**src/rtl/exc_ctrl_pkg.sv**
```systemverilog
// ----------------------------------------------------------------------------
// Module : exc_pkg
// Brief  : Shared types and encodings for the exception/interrupt sequencer.
// Rev    : 1.0  initial release
// ----------------------------------------------------------------------------
`default_nettype none

package exc_pkg;

  typedef enum logic [1:0] {
    ST_RUN     = 2'd0,
    ST_ENTER   = 2'd1,
    ST_HANDLER = 2'd2,
    ST_LEAVE   = 2'd3
  } exc_state_t;

  localparam logic [4:0] EXC_INT = 5'd0;
  localparam logic [4:0] EXC_SYS = 5'd8;
  localparam logic [4:0] EXC_RI  = 5'd10;
  localparam logic [4:0] EXC_OV  = 5'd12;

  localparam logic [1:0] PC_SEL_SEQ     = 2'd0;
  localparam logic [1:0] PC_SEL_HANDLER = 2'd1;
  localparam logic [1:0] PC_SEL_EPC     = 2'd2;

  // Width of an interrupt line index; never zero so a single line still works.
  function automatic int idx_width(input int n);
    return (n > 1) ? $clog2(n) : 1;
  endfunction

endpackage

`default_nettype wire

```
**src/rtl/exc_ctrl_if.sv**
```systemverilog
// ----------------------------------------------------------------------------
// Module : exc_ctrl_if
// Brief  : Pipeline/CP0 side signal bundle of the exception sequencer.
// Rev    : 1.0  initial release
// ----------------------------------------------------------------------------
`default_nettype none

interface exc_ctrl_if #(
  parameter int NIRQ = 6,
  parameter int PCW  = 32
) ();

  logic [PCW-1:0]  pc_i;
  logic            exc_ri_i;
  logic            exc_ov_i;
  logic            exc_sys_i;
  logic [NIRQ-1:0] irq_i;
  logic            mask_we_i;
  logic [NIRQ-1:0] mask_wdata_i;
  logic            eret_i;

  logic            exl_set_o;
  logic            exl_clear_o;
  logic [PCW-1:0]  epc_o;
  logic [4:0]      exc_code_o;
  logic            flush_o;
  logic [1:0]      pc_sel_o;
  logic            in_handler_o;
  logic [NIRQ-1:0] irq_pending_o;
  logic            double_fault_o;

  modport master (
    output pc_i, exc_ri_i, exc_ov_i, exc_sys_i, irq_i,
           mask_we_i, mask_wdata_i, eret_i,
    input  exl_set_o, exl_clear_o, epc_o, exc_code_o, flush_o,
           pc_sel_o, in_handler_o, irq_pending_o, double_fault_o
  );

  modport slave (
    input  pc_i, exc_ri_i, exc_ov_i, exc_sys_i, irq_i,
           mask_we_i, mask_wdata_i, eret_i,
    output exl_set_o, exl_clear_o, epc_o, exc_code_o, flush_o,
           pc_sel_o, in_handler_o, irq_pending_o, double_fault_o
  );

endinterface

`default_nettype wire

```
**src/rtl/exc_ctrl_prio_enc.sv**
```systemverilog
// ----------------------------------------------------------------------------
// Module : exc_prio_enc
// Brief  : Combinational cause arbiter: ri > ov > sys > lowest-index irq.
// Rev    : 1.0  initial release
// ----------------------------------------------------------------------------
`default_nettype none

module exc_prio_enc
  import exc_pkg::*;
#(
  parameter int NIRQ = 6,
  parameter int IW   = idx_width(NIRQ)
) (
  input  logic            ri_i,
  input  logic            ov_i,
  input  logic            sys_i,
  input  logic [NIRQ-1:0] irq_i,
  output logic            valid_o,
  output logic [4:0]      code_o,
  output logic [IW-1:0]   idx_o
);

  always_comb begin
    idx_o = '0;
    // Walk downwards so the lowest asserted line is the last one written.
    for (int i = NIRQ - 1; i >= 0; i--) begin
      if (irq_i[i]) idx_o = IW'(i);
    end

    valid_o = ri_i | ov_i | sys_i | (|irq_i);

    if (ri_i)       code_o = EXC_RI;
    else if (ov_i)  code_o = EXC_OV;
    else if (sys_i) code_o = EXC_SYS;
    else            code_o = EXC_INT;
  end

endmodule

`default_nettype wire

```
**src/rtl/exc_ctrl.sv**
```systemverilog
// ----------------------------------------------------------------------------
// Module : exc_ctrl
// Brief  : Exception/interrupt sequencer driving CP0 EXL strobes, EPC, flush
//          and fetch steering. EXC_CTRL_IRQ_EDGE_EN selects edge-triggered
//          interrupt pending instead of level-sensitive.
// Rev    : 1.0  initial release
// ----------------------------------------------------------------------------
`default_nettype none

module exc_ctrl
  import exc_pkg::*;
#(
  parameter int NIRQ = 6,
  parameter int PCW  = 32
) (
  input  logic       clk,
  input  logic       rst_n,
  exc_ctrl_if.slave  bus
);

  localparam int IW = idx_width(NIRQ);

  exc_state_t      state_q, state_d;
  logic [NIRQ-1:0] pending_q, pending_d;
  logic [NIRQ-1:0] mask_q, mask_d;
  logic            dwell_q, dwell_d;
  logic [4:0]      code_q, code_d;
  logic [PCW-1:0]  epc_q, epc_d;
  logic [IW-1:0]   idx_q, idx_d;
  logic            exl_set_q, exl_set_d;
  logic            exl_clear_q, exl_clear_d;
  logic            flush_q, flush_d;
  logic [1:0]      pc_sel_q, pc_sel_d;
  logic            in_handler_q, in_handler_d;
  logic            dfault_q, dfault_d;

  logic            w_sync;
  logic [NIRQ-1:0] w_irq_cand;
  logic [NIRQ-1:0] w_irq_set;
  logic [NIRQ-1:0] w_irq_clr;
  logic            w_valid;
  logic [4:0]      w_code;
  logic [IW-1:0]   w_idx;

  assign w_sync = bus.exc_ri_i | bus.exc_ov_i | bus.exc_sys_i;

  // Interrupts wait one full RUN cycle after eret so the return target commits.
  assign w_irq_cand = pending_q & mask_q & {NIRQ{dwell_q}};

`ifdef EXC_CTRL_IRQ_EDGE_EN
  logic [NIRQ-1:0] irq_q, irq_d;
  assign irq_d     = bus.irq_i;
  assign w_irq_set = bus.irq_i & ~irq_q;

  always_ff @(posedge clk or negedge rst_n) begin
    if (!rst_n) irq_q <= '0;
    else        irq_q <= irq_d;
  end
`else
  assign w_irq_set = bus.irq_i;
`endif

  assign w_irq_clr = (state_q == ST_ENTER && code_q == EXC_INT)
                   ? (NIRQ'(1) << idx_q) : '0;

  exc_prio_enc #(
    .NIRQ (NIRQ),
    .IW   (IW)
  ) u_prio (
    .ri_i    (bus.exc_ri_i),
    .ov_i    (bus.exc_ov_i),
    .sys_i   (bus.exc_sys_i),
    .irq_i   (w_irq_cand),
    .valid_o (w_valid),
    .code_o  (w_code),
    .idx_o   (w_idx)
  );

  always_comb begin
    state_d   = state_q;
    code_d    = code_q;
    epc_d     = epc_q;
    idx_d     = idx_q;
    dfault_d  = dfault_q;
    pending_d = (pending_q & ~w_irq_clr) | w_irq_set;
    mask_d    = bus.mask_we_i ? bus.mask_wdata_i : mask_q;
    dwell_d   = (state_q == ST_RUN);

    case (state_q)
      ST_RUN: begin
        if (w_valid) begin
          state_d = ST_ENTER;
          code_d  = w_code;
          epc_d   = bus.pc_i;
          idx_d   = w_idx;
        end
      end
      ST_ENTER: state_d = ST_HANDLER;
      ST_HANDLER: begin
        if (w_sync)     dfault_d = 1'b1;
        if (bus.eret_i) state_d  = ST_LEAVE;
      end
      ST_LEAVE: state_d = ST_RUN;
      default:  state_d = ST_RUN;
    endcase

    // Outputs are registered from the next state so they align with it.
    exl_set_d    = (state_d == ST_ENTER);
    exl_clear_d  = (state_d == ST_LEAVE);
    flush_d      = (state_d == ST_ENTER) || (state_d == ST_LEAVE);
    in_handler_d = (state_d == ST_HANDLER) || (state_d == ST_LEAVE);
    if (state_d == ST_ENTER)      pc_sel_d = PC_SEL_HANDLER;
    else if (state_d == ST_LEAVE) pc_sel_d = PC_SEL_EPC;
    else                          pc_sel_d = PC_SEL_SEQ;
  end

  always_ff @(posedge clk or negedge rst_n) begin
    if (!rst_n) begin
      state_q      <= ST_RUN;
      pending_q    <= '0;
      mask_q       <= '0;
      dwell_q      <= 1'b0;
      code_q       <= '0;
      epc_q        <= '0;
      idx_q        <= '0;
      exl_set_q    <= 1'b0;
      exl_clear_q  <= 1'b0;
      flush_q      <= 1'b0;
      pc_sel_q     <= PC_SEL_SEQ;
      in_handler_q <= 1'b0;
      dfault_q     <= 1'b0;
    end else begin
      state_q      <= state_d;
      pending_q    <= pending_d;
      mask_q       <= mask_d;
      dwell_q      <= dwell_d;
      code_q       <= code_d;
      epc_q        <= epc_d;
      idx_q        <= idx_d;
      exl_set_q    <= exl_set_d;
      exl_clear_q  <= exl_clear_d;
      flush_q      <= flush_d;
      pc_sel_q     <= pc_sel_d;
      in_handler_q <= in_handler_d;
      dfault_q     <= dfault_d;
    end
  end

  assign bus.exl_set_o      = exl_set_q;
  assign bus.exl_clear_o    = exl_clear_q;
  assign bus.epc_o          = epc_q;
  assign bus.exc_code_o     = code_q;
  assign bus.flush_o        = flush_q;
  assign bus.pc_sel_o       = pc_sel_q;
  assign bus.in_handler_o   = in_handler_q;
  assign bus.irq_pending_o  = pending_q;
  assign bus.double_fault_o = dfault_q;

endmodule

`default_nettype wire

```
**src/flat_wrapper.sv**
```systemverilog
// flat-port wrapper written by rule: the top's interface ports become plain ports
module exc_ctrl_flat import exc_pkg::*;
#(
  parameter int NIRQ = 6,
  parameter int PCW  = 32
)
  (clk, rst_n, bus_pc_i, bus_exc_ri_i, bus_exc_ov_i, bus_exc_sys_i, bus_irq_i, bus_mask_we_i, bus_mask_wdata_i, bus_eret_i, bus_exl_set_o, bus_exl_clear_o, bus_epc_o, bus_exc_code_o, bus_flush_o, bus_pc_sel_o, bus_in_handler_o, bus_irq_pending_o, bus_double_fault_o);
  exc_ctrl_if #(.NIRQ(NIRQ), .PCW(PCW)) bus_i ();
  input  logic clk;
  input  logic rst_n;
  input wire logic [$bits(bus_i.pc_i)-1:0] bus_pc_i;
  input wire logic [$bits(bus_i.exc_ri_i)-1:0] bus_exc_ri_i;
  input wire logic [$bits(bus_i.exc_ov_i)-1:0] bus_exc_ov_i;
  input wire logic [$bits(bus_i.exc_sys_i)-1:0] bus_exc_sys_i;
  input wire logic [$bits(bus_i.irq_i)-1:0] bus_irq_i;
  input wire logic [$bits(bus_i.mask_we_i)-1:0] bus_mask_we_i;
  input wire logic [$bits(bus_i.mask_wdata_i)-1:0] bus_mask_wdata_i;
  input wire logic [$bits(bus_i.eret_i)-1:0] bus_eret_i;
  output wire logic [$bits(bus_i.exl_set_o)-1:0] bus_exl_set_o;
  output wire logic [$bits(bus_i.exl_clear_o)-1:0] bus_exl_clear_o;
  output wire logic [$bits(bus_i.epc_o)-1:0] bus_epc_o;
  output wire logic [$bits(bus_i.exc_code_o)-1:0] bus_exc_code_o;
  output wire logic [$bits(bus_i.flush_o)-1:0] bus_flush_o;
  output wire logic [$bits(bus_i.pc_sel_o)-1:0] bus_pc_sel_o;
  output wire logic [$bits(bus_i.in_handler_o)-1:0] bus_in_handler_o;
  output wire logic [$bits(bus_i.irq_pending_o)-1:0] bus_irq_pending_o;
  output wire logic [$bits(bus_i.double_fault_o)-1:0] bus_double_fault_o;
  assign bus_i.pc_i = bus_pc_i;
  assign bus_i.exc_ri_i = bus_exc_ri_i;
  assign bus_i.exc_ov_i = bus_exc_ov_i;
  assign bus_i.exc_sys_i = bus_exc_sys_i;
  assign bus_i.irq_i = bus_irq_i;
  assign bus_i.mask_we_i = bus_mask_we_i;
  assign bus_i.mask_wdata_i = bus_mask_wdata_i;
  assign bus_i.eret_i = bus_eret_i;
  assign bus_exl_set_o = bus_i.exl_set_o;
  assign bus_exl_clear_o = bus_i.exl_clear_o;
  assign bus_epc_o = bus_i.epc_o;
  assign bus_exc_code_o = bus_i.exc_code_o;
  assign bus_flush_o = bus_i.flush_o;
  assign bus_pc_sel_o = bus_i.pc_sel_o;
  assign bus_in_handler_o = bus_i.in_handler_o;
  assign bus_irq_pending_o = bus_i.irq_pending_o;
  assign bus_double_fault_o = bus_i.double_fault_o;
  exc_ctrl #(.NIRQ(NIRQ), .PCW(PCW)) u_core (.clk(clk), .rst_n(rst_n), .bus(bus_i));
endmodule
```
**config.mk**
```make
export PLATFORM = sky130hd
export DESIGN_NAME = exc_ctrl_flat
export DESIGN_NICKNAME = d
export VERILOG_FILES = /design/src/rtl/exc_ctrl_pkg.sv /design/src/rtl/exc_ctrl_if.sv /design/src/rtl/exc_ctrl_prio_enc.sv /design/src/rtl/exc_ctrl.sv /design/src/flat_wrapper.sv
export SDC_FILE = /design/constraint.sdc
export NUM_CORES = 1
export LEC_CHECK = 0
export CAP_MARGIN = 20
export CORE_MARGIN = 2
export CORE_UTILIZATION = 38
export DETAILED_ROUTE_END_ITERATION = 6
export GPL_TIMING_DRIVEN = 0
export MAX_ROUTING_LAYER = met4
export PLACE_DENSITY = 0.75
export SLEW_MARGIN = 25
export SYNTH_ARGS = -nofsm -noshare
export SYNTH_HDL_FRONTEND = slang
export SYNTH_SLANG_ARGS = --single-unit
```
**constraint.sdc**
```tcl
create_clock -name clk -period 1.6 [get_ports clk]
set_input_delay 0.24 -clock clk [delete_from_list [all_inputs] [get_ports clk]]
set_output_delay 0.24 -clock clk [all_outputs]
set_load 0.05 [all_outputs]
```
==> flow_summary.toml <==
[outcome]
status = "complete, but fails checks"
violations = "negative setup slack"

[synthesis]
synth_edf_count = 0
synth-seq-cells = 57
ys.flop_type = "dfrtp_1"
yosysWarnings = 0
synth-async-reset-ratio = 1.000
yosys-top-cells-area = "dfrtp_1 (58%), mux2_4 (18%), mux2_2 (4.6%)"
synthDistinctLibCells = 34
postSynthCellCount = 155
seq_area_frac_synth = 0.5831
syn-cell-area_um2 = 2446
synth_common_cells = "dfrtp_1 (57), mux2_4 (30), mux2_2 (10)"
synth_top_area_frac = 0.5831
synth.most_common_cell = "dfrtp_1"
yosys.area.top_type = "dfrtp_1"
syn-mean-instance-area_um2 = 15.78

[worst_setup_path]
cp.arrival_ns = 2.01
crit_type = "reg2reg"
worstRegToRegCells = 7
worstReg2RegStart = "u_core.bus.irq_pending_o[2]$_DFF_PN0_"
ff2ff_setup_slack_ns = -0.20
critPathCaptureType = "register"
required_ns = 1.81
critPathLaunchType = "register"
reg2reg_to = "u_core.bus.epc_o[30]$_DFFE_PN0P_"
cp_max_fo = 5

[cells_and_area]
multiInputGateArea_um2 = 1016
fin_nets = 335
drive_above_1_share = 0.3684
area_growth_pct = 63.68
seq_area_um2 = 1435
diodes = 0
fillers = 514
fin_util = 0.6378

[placement]
routabilityCongestion = 0.7107
portBuffers = 97
place_hpwl_mm = 3.839

[timing]
tightest_slew_ns = 0.5542
fin_ws_ns = -0.1969
tns_ns = -5.936
drv_slew = 0
rsz0062_at_grt = "true"
max_freq_mhz = 556.5
finalSetupViolCount = 44
fin_crit_sh = 1.123
fin_skew_ns = 0.007541
fin_crit_ns = 1.797
maxSlewHeadroom = 0.6305
finalHoldViolCount = 0

[floorplanning]
rows = 29
die_h_um = 84.23
ios = 101
fp.coreArea_um2 = 6277
die_area_um2 = 7095
die_w_um = 84.23
start_util = 0.3897

[route]
dr.pass1.iters = 4
drt_first_iter_violations = 75
wirelength_mm = 5.633
vias = 1691
ant_nets = 0
drc = 0
routedWlPerCell_um = 15.56
drt-vias-per-instance = 4.671

[clocking]
clockBufferDepth = 2
cts_htree_levels = 3
clk_latency_ns = 0.33
cts-root-buf = "clkbuf_8"
clk_pin_slew_ns = 0.06
cts_tree = "built"
cts_buffers = 9
cts.sink_count = 57

[power_and_ir_drop]
powerDensity_nw_per_um2 = 2269
power.total_w = 0.009084
p_leak_nw = 1.856
irDropWorstVdd_uv = 1364

[run]
drv_cap = 0

[global_route]
grt_pass1_wl_mm = 8.680
grt_max_degree = 31
grt_overflow = 0
grt_use_total = 0.1646
grt_pass1_vias = 1781
antenna_found_initial = 0

[worst_hold_path]
hold_path_class = "in2async"
per-stage QoR:
stage,std cells,worst slack (ns),instance area (um2),hold slack (ns)
floorplan,156,-0.1912,2484,-0.05559
global placement,330,-1.695,3551,0.4465
detailed placement,331,-0.4591,3568,0.1899
CTS,360,-0.2055,3924,0.3674
global route,362,-0.2418,4004,0.3915
finish,362,-0.1969,4004,0.3658
placed cells by master, fill, tap and decap left out, types with 4 or more instances in the layout:
master / count
clkdlybuf4s50_1: 48
dfrtp_2: 7
buf_12: 4
buf_6: 8
dlygate4sd2_1: 48
clkbuf_8: 11
nand2_1: 5
a21o_1: 6
mux2_2: 6
buf_4: 9
dfrtp_1: 50
mux2_4: 34
report_power, final:
| part | switching [W] | leakage [nW] | internal, W |
|---|---|---|---|
| combinational | 0.00300 | 1.10 | 0.00234 |
| sequential | 0.000386 | 0.654 | 0.00204 |
| clock | 0.000534 | 0.102 | 0.000790 |
| total | 0.00392 | 1.86 | 0.00517 |
cell type report:
class | count | share of cell area
multi-input combinational | 87 | 0.2537
clock inverter | 3 | 0.01000
inverter | 3 | 0.003437
timing repair buffer | 115 | 0.2894
sequential | 57 | 0.3584
tap | 77 | 0.02406
clock buffer | 12 | 0.03875
buffer | 8 | 0.02219
flip-flops by register name, summed over array words and instances, names as in the netlist:
name                       flops
u_core.bus.double_fault_o      1
u_core.bus.epc_o              32
u_core.bus.exc_code_o          3
u_core.bus.exl_clear_o         1
u_core.bus.flush_o             1
u_core.bus.in_handler_o        1
u_core.bus.irq_pending_o       6
u_core.bus.pc_sel_o            1
u_core.dwell_q                 1
u_core.idx_q                   3
u_core.mask_q                  6
u_core.state_q                 1
logic make-up (layout without fill, tap and decap cells):
group,after synthesis,count (layout),synth area share
flip-flops,57,57,0.5831
adder cells (fa/ha/maj),3,3,0.01535
AND/OR/NAND/NOR,23,23,0.06496
AO/OA/AOI/OAI,19,19,0.06804
other,1,2,0.001533
multiplexers,40,40,0.2302
buffers and inverters,12,141,0.03683
metal layers:
layer / vias up / GRT usage / wire (um)
met5: - / - / 0
met4: 0 / 0.07625 / 102
met3: 10 / 0.04818 / 340
met2: 62 / 0.2367 / 2684
met1: 821 / 0.2149 / 2506
li1: 798 / - / -
how the worst max path moves through the flow:
stage,startpoint,to,slack (ns),cells past startpoint
final,u_core.bus.irq_pending_o[2]$_DFF_PN0_,u_core.bus.epc_o[30]$_DFFE_PN0P_,-0.20,7
after global routing,u_core.bus.irq_pending_o[2]$_DFF_PN0_,u_core.bus.epc_o[29]$_DFFE_PN0P_,-0.24,7
after CTS,u_core.bus.irq_pending_o[2]$_DFF_PN0_,u_core.idx_q[0]$_DFFE_PN0P_,-0.21,7
after detailed placement,bus_exc_ri_i,u_core.bus.epc_o[17]$_DFFE_PN0P_,-0.46,5
after global placement,rst_n,u_core.bus.exc_code_o[2]$_DFFE_PN0P_,-1.69,1
after floorplan,u_core.bus.irq_pending_o[2]$_DFF_PN0_,u_core.bus.epc_o[0]$_DFFE_PN0P_,-0.19,5
critical path, cell delays in order (launching register included):
cell	delay [ns]
dfrtp_2	0.43
a22oi_2	0.24
a41oi_2	0.18
o21ai_4	0.20
buf_6	0.13
buf_6	0.10
buf_16	0.11
mux2_4	0.29
timing repair:
action                                  4_1_cts  5_1_grt
pin swaps                                     3        4
setup buffers                                11        3
endpoints found under the setup margin       84       45
hold buffers                                  1        0
hold endpoints to repair                     27        0
cloned                                        2        1
resized for setup                            66       12
(Power assumes the default switching activity.)
